--- src/rtl/rect_fill_engine.sv ---
// rect_fill_engine
//
// Fills an axis-aligned rectangle in a linear framebuffer. Each pixel is
// written with the same colour, one pixel per clock, row-major. A command
// is accepted in IDLE, the corners are ordered and range-checked in SETUP,
// pixels are streamed out in FILL, and DONE pulses completion.
//
// Optional feature: define RECT_FILL_CLIP_EN to clamp out-of-range corners
// to the screen edge instead of rejecting the command with err_o.
//
// Ports:
//   clk, rst_n           clock (rising edge), asynchronous active-low reset
//   cmd_valid_i          rectangle command present
//   cmd_ready_o          engine accepts a command this cycle (IDLE only)
//   cmd_x0_i, cmd_x1_i   column corners (any order)
//   cmd_y0_i, cmd_y1_i   row corners (any order)
//   cmd_color_i          fill colour {R,G,B}
//   abort_i              terminate the current fill
//   wr_en_o              framebuffer write strobe
//   wr_addr_o            linear pixel address y*VGA_WIDTH+x
//   wr_data_o            pixel colour
//   busy_o               command in progress
//   done_o               one-cycle completion pulse
//   err_o                one-cycle rejection pulse
module rect_fill_engine #(
  parameter int VGA_WIDTH       = 640,
  parameter int VGA_HEIGHT      = 480,
  parameter int VGA_COLOR_DEPTH = 8
) (
  input  logic                         clk,
  input  logic                         rst_n,
  input  logic                         cmd_valid_i,
  output logic                         cmd_ready_o,
  input  logic [9:0]                   cmd_x0_i,
  input  logic [9:0]                   cmd_x1_i,
  input  logic [8:0]                   cmd_y0_i,
  input  logic [8:0]                   cmd_y1_i,
  input  logic [3*VGA_COLOR_DEPTH-1:0] cmd_color_i,
  input  logic                         abort_i,
  output logic                         wr_en_o,
  output logic [18:0]                  wr_addr_o,
  output logic [3*VGA_COLOR_DEPTH-1:0] wr_data_o,
  output logic                         busy_o,
  output logic                         done_o,
  output logic                         err_o
);

  localparam logic [9:0]  X_MAX       = 10'(VGA_WIDTH - 1);
  localparam logic [8:0]  Y_MAX       = 9'(VGA_HEIGHT - 1);
  localparam logic [18:0] LINE_STRIDE = 19'(VGA_WIDTH);

  typedef enum logic [1:0] {IDLE, SETUP, FILL, DONE} state_t;

  state_t state, state_next;

  logic [9:0]                   cap_x0, cap_x1;
  logic [8:0]                   cap_y0, cap_y1;
  logic [3*VGA_COLOR_DEPTH-1:0] color;

  logic [9:0]  x_lo, x_hi, x_cur;
  logic [8:0]  y_hi, y_cur;
  logic [18:0] row_base, addr;

  logic [9:0]  sx0, sx1, sx_lo, sx_hi;
  logic [8:0]  sy0, sy1, sy_lo, sy_hi;
  logic        corner_bad;
  logic [18:0] start_addr;
  logic        last_pixel;

`ifdef RECT_FILL_CLIP_EN
  // Out-of-range corners are pulled back to the last visible column/row.
  assign sx0        = (cap_x0 > X_MAX) ? X_MAX : cap_x0;
  assign sx1        = (cap_x1 > X_MAX) ? X_MAX : cap_x1;
  assign sy0        = (cap_y0 > Y_MAX) ? Y_MAX : cap_y0;
  assign sy1        = (cap_y1 > Y_MAX) ? Y_MAX : cap_y1;
  assign corner_bad = 1'b0;
`else
  // Any out-of-range corner rejects the whole command.
  assign sx0        = cap_x0;
  assign sx1        = cap_x1;
  assign sy0        = cap_y0;
  assign sy1        = cap_y1;
  assign corner_bad = (cap_x0 > X_MAX) || (cap_x1 > X_MAX) ||
                      (cap_y0 > Y_MAX) || (cap_y1 > Y_MAX);
`endif

  // Corners may arrive reversed; order them so the scan always ascends.
  assign sx_lo = (sx0 <= sx1) ? sx0 : sx1;
  assign sx_hi = (sx0 <= sx1) ? sx1 : sx0;
  assign sy_lo = (sy0 <= sy1) ? sy0 : sy1;
  assign sy_hi = (sy0 <= sy1) ? sy1 : sy0;

  // The only multiply in the design; it is used once per command in SETUP.
  assign start_addr = 19'(sy_lo) * LINE_STRIDE + 19'(sx_lo);

  assign last_pixel = (x_cur == x_hi) && (y_cur == y_hi);

  assign wr_addr_o = addr;
  assign wr_data_o = color;

  always_ff @(posedge clk or negedge rst_n) begin
    if (!rst_n) begin
      state <= IDLE;
    end else begin
      state <= state_next;
    end
  end

  // Output decode from state so that an asynchronous reset drops the
  // write strobe and status flags in the same cycle it is asserted.
  always_comb begin
    state_next  = state;
    cmd_ready_o = 1'b0;
    busy_o      = 1'b0;
    wr_en_o     = 1'b0;
    done_o      = 1'b0;
    err_o       = 1'b0;
    case (state)
      IDLE: begin
        cmd_ready_o = 1'b1;
        if (cmd_valid_i) state_next = SETUP;
      end
      SETUP: begin
        busy_o = 1'b1;
        if (corner_bad) begin
          err_o      = 1'b1;
          state_next = IDLE;
        end else begin
          state_next = FILL;
        end
      end
      FILL: begin
        busy_o  = 1'b1;
        wr_en_o = 1'b1;
        if (abort_i || last_pixel) state_next = DONE;
      end
      DONE: begin
        busy_o     = 1'b1;
        done_o     = 1'b1;
        state_next = IDLE;
      end
      default: state_next = IDLE;
    endcase
  end

  // Datapath: capture on accept, set up the scan in SETUP, then walk the
  // rectangle using only adds. A row wrap jumps to the previous row base
  // plus one line stride.
  always_ff @(posedge clk or negedge rst_n) begin
    if (!rst_n) begin
      cap_x0   <= '0;
      cap_x1   <= '0;
      cap_y0   <= '0;
      cap_y1   <= '0;
      color    <= '0;
      x_lo     <= '0;
      x_hi     <= '0;
      x_cur    <= '0;
      y_hi     <= '0;
      y_cur    <= '0;
      row_base <= '0;
      addr     <= '0;
    end else begin
      case (state)
        IDLE: begin
          if (cmd_valid_i) begin
            cap_x0 <= cmd_x0_i;
            cap_x1 <= cmd_x1_i;
            cap_y0 <= cmd_y0_i;
            cap_y1 <= cmd_y1_i;
            color  <= cmd_color_i;
          end
        end
        SETUP: begin
          // A rejected command leaves the address untouched so no
          // off-screen value ever reaches wr_addr_o.
          if (!corner_bad) begin
            x_lo     <= sx_lo;
            x_hi     <= sx_hi;
            y_hi     <= sy_hi;
            x_cur    <= sx_lo;
            y_cur    <= sy_lo;
            row_base <= start_addr;
            addr     <= start_addr;
          end
        end
        FILL: begin
          if (!abort_i && !last_pixel) begin
            if (x_cur == x_hi) begin
              x_cur    <= x_lo;
              y_cur    <= y_cur + 9'd1;
              row_base <= row_base + LINE_STRIDE;
              addr     <= row_base + LINE_STRIDE;
            end else begin
              x_cur <= x_cur + 10'd1;
              addr  <= addr + 19'd1;
            end
          end
        end
        default: ;
      endcase
    end
  end

endmodule

--- config.mk ---
export PLATFORM = sky130hd
export DESIGN_NAME = rect_fill_engine
export DESIGN_NICKNAME = d
export VERILOG_FILES = /design/src/rtl/rect_fill_engine.sv
export SDC_FILE = /design/constraint.sdc
export NUM_CORES = 1
export LEC_CHECK = 0
export BUFFER_PORTS_ARGS = -buffer_cell sky130_fd_sc_hd__buf_4
export CORE_MARGIN = 2
export CORE_UTILIZATION = 44
export DETAILED_ROUTE_END_ITERATION = 12
export GPL_ROUTABILITY_DRIVEN = 1
export HOLD_SLACK_MARGIN = 0.05
export PLACE_DENSITY_LB_ADDON = 0.1
export SLEW_MARGIN = 15
export SYNTH_ARGS = -nofsm -noshare
export SYNTH_HDL_FRONTEND = slang
export SYNTH_SLANG_ARGS = --single-unit
--- constraint.sdc ---
create_clock -name clk -period 6 [get_ports clk]
set_input_delay 0.6 -clock clk [delete_from_list [all_inputs] [get_ports clk]]
set_output_delay 0.6 -clock clk [all_outputs]
set_load 0.005 [all_outputs]
==> metrics.yaml <==
floorplanning:
  die_area_um2: 21000
  die_w_um: 145
  rows: 51
  core-area_um2: 19500
  initial_core_util: 0.449
  num_io_pins: 114
  die_y_um: 145
finish:
  area_growth_pct: 18.9
  drive_gt1_frac: 0.221
  insertedDiodeCount: 0
  layout_common_cells: "dfrtp_1, buf_4, nand2_1"
  final_common_cell: "dfrtp_1"
  final_nets: 1120
synth:
  syn_nets: 1021
  synth_warnings: 0
  synth_cell_types: 72
  synth_ff_type: "dfrtp_1"
  ys_seq_area_frac: 0.430
  ys_ff_latch: 150
  ys_async_sr_fraction: 1.00
  syn_avg_cell_area_um2: 9.51
  synth_area_um2: 8740
  syn_inst: 919
  synth_edf_count: 0
route:
  drtPass1Iterations: 6
  wl_um: 20700
  drtIter0Drc: 368
  ant_nets: 0
  drc: 0
  drt-wirelength-per-cell_um: 16.0
  num_vias: 6909
  avgViaCountPerCell: 5.33
sta:
  rsz0062_at_grt: "false"
  tightest_slew_ns: 1.08
  skew_ns: 0.0116
  max_freq_mhz: 205
  finalMaxSlewViolations: 0
  setup_viol: 0
  final_hold_viol_count: 0
  min_period_ns: 4.89
  period_share: 0.815
  fin_setup_tns_ns: 0
  slew_headroom: 0.281
placed_design:
  gp_congestion: 0.832
  port_buffers: 113
  dpl.hpwl_um: 14500
worst_setup_path:
  start_kind: "flip-flop"
  path_cells: "ha_1 > a21o_1 > a21oi_2 > a21boi_2 > o31ai_4 > buf_4 > mux2_2 > ha_1 > ha_1 > fa_1 > a211o_1 > a21o_1 > a21oi_4 > xor2_2 > nor3b_2 > xnor3_1 > nand2_1 > a31oi_1"
  crit_fanout: 13
  cpMostUsedCell: "ha_1"
  worst_setup_path_end_kind: "flip-flop"
  cp.arrival_ns: 5.18
  max_stage_delay_ns: 0.52
  cp.required_ns: 6.29
  critical_path_class: "flip-flop to flip-flop"
  slowest_stage: "o31ai_4"
cts:
  cts_tree: "yes"
  clk_latency_ns: 0.43
  postCtsHoldBufs: 0
  clkSlewWorstSetupHoldPaths_ns: 0.07
  cts_root_buf: "clkbuf_16"
  htreeDepth: 4
  cts_buffers: 17
  cts_buffer_depth: 2
  post-cts-setup-buffers: 0
  cts_sinks: 150
  ctsResizeCount: 0
hold_path:
  min_path_type: "input port to asynchronous set/reset pin"
grt:
  grt_overflow: 0
  grt_pass1_vias: 6619
  grt_max_degree: 92
  antenna_found_initial: 0
  grt_first_pass_wirelength_um: 34000
  grtUsageTotal: 0.197
outcome:
  outcome: "finished, final reports clean"
flow_run:
  cap_violations: 0
per-layer routing:
metal / vias up / wire length (um) / global-route usage
li1: 3421 / - / -
met1: 3312 / 10500 / 0.291
met2: 161 / 8820 / 0.292
met3: 15 / 1150 / 0.0497
met4: 0 / 204 / 0.0460
met5: - / 0 / 0
per-stage QoR:
stage | util | instance area (um^2) | instances | hold WS, ns | setup slack [ns]
after floorplan | - | 8740 | 919 | 0.304 | 1.72
after global placement | 0.503 | 9800 | 1264 | 0.462 | 1.19
after detailed placement | 0.503 | 9800 | 1264 | 0.470 | 1.12
after CTS | 0.534 | 10400 | 1296 | 0.304 | 1.10
after global routing | 0.534 | 10400 | 1296 | 0.332 | 0.790
final | 0.534 | 10400 | 1296 | 0.256 | 1.11
final cells by class:
class                      instances  area (um^2)
fill                            1833         9070
multi-input combinational        699         4680
sequential                       150         3750
timing repair buffer             124          935
clock buffer                      18          429
tap                              265          332
clock inverter                    14          164
inverter                          26         97.6
flip-flops by register name, summed over array words and instances (netlist names), 9 cells and up, named ones only:
signal / cells
wr_data_o: 24
row_base: 19
wr_addr_o: 19
cap_x0: 10
cap_x1: 10
x_cur: 10
x_hi: 10
x_lo: 10
cap_y0: 9
cap_y1: 9
y_cur: 9
y_hi: 9
critical path: cells and delay by family (launching register included):
| family | cells | cell delay (ns) |
|---|---|---|
| DFF | 1 | 0.42 |
| xor gates and xnor gates | 2 | 0.43 |
| buffers and inverters | 1 | 0.33 |
| muxes | 1 | 0.39 |
| and+or+nand+nor | 2 | 0.30 |
| adders and majority gates | 4 | 1.15 |
| AOI/OAI and AO/OA | 8 | 1.74 |
Yosys cell counts (all sizes together) (2+ instances only):
cell type,number,area (um^2)
mux2,49,556
mux2i,30,300
nor2b,4,25.0
nand3,24,125
a211oi,8,65.1
nor3,6,35.0
o211a,2,20.0
a311oi,2,30.0
o22a,4,35.0
xor2,42,375
nor4,4,37.5
nand2b,4,25.0
a31oi,8,65.1
o211ai,4,30.0
nor2,86,325
clkbuf,24,90.1
and3,13,81.3
and2,6,37.5
nand2,114,430
nand4,12,75.1
a22o,4,35.0
buf,20,116
a21oi,62,329
nor3b,2,25.0
fa,2,40.0
o31ai,4,43.8
dfrtp,150,3750
ha,34,425
or2,6,37.5
o22ai,5,31.3
o21a,13,97.6
and4,3,26.3
a32oi,2,17.5
a21o,11,82.6
inv,25,93.8
xnor2,24,210
o21ai,89,449
a211o,2,17.5
final timing paths:
check | endpoint | depth (start not counted) | start | slack [ns]
worst max-delay path | wr_addr_o[17] | 18 | cap_y0[3] | 1.11
worst min-delay path | row_base[14] | 1 | rst_n | 0.26
worst max register to register | wr_addr_o[17] | 18 | cap_y0[3] | 1.11
worst min register to register | x_lo[9] | 1 | x_lo[9] | 0.48
max in group asynchronous | cap_x1[7] | 2 | rst_n | 4.42
min in group clk | cap_y1[1] | 3 | cmd_y1_i[1] | 0.37
logic make-up after synthesis:
group / after synthesis / share of synthesized area
xor+xnor: 67 / 0.0696
flops: 150 / 0.430
buf+inv: 70 / 0.0348
compound gates: 228 / 0.163
mux: 79 / 0.0980
simple gates: 289 / 0.152
fa+ha+maj: 36 / 0.0533
Power is not shown: default switching activity piles up to over one toggle a cycle in this logic, so the estimate is an artifact.
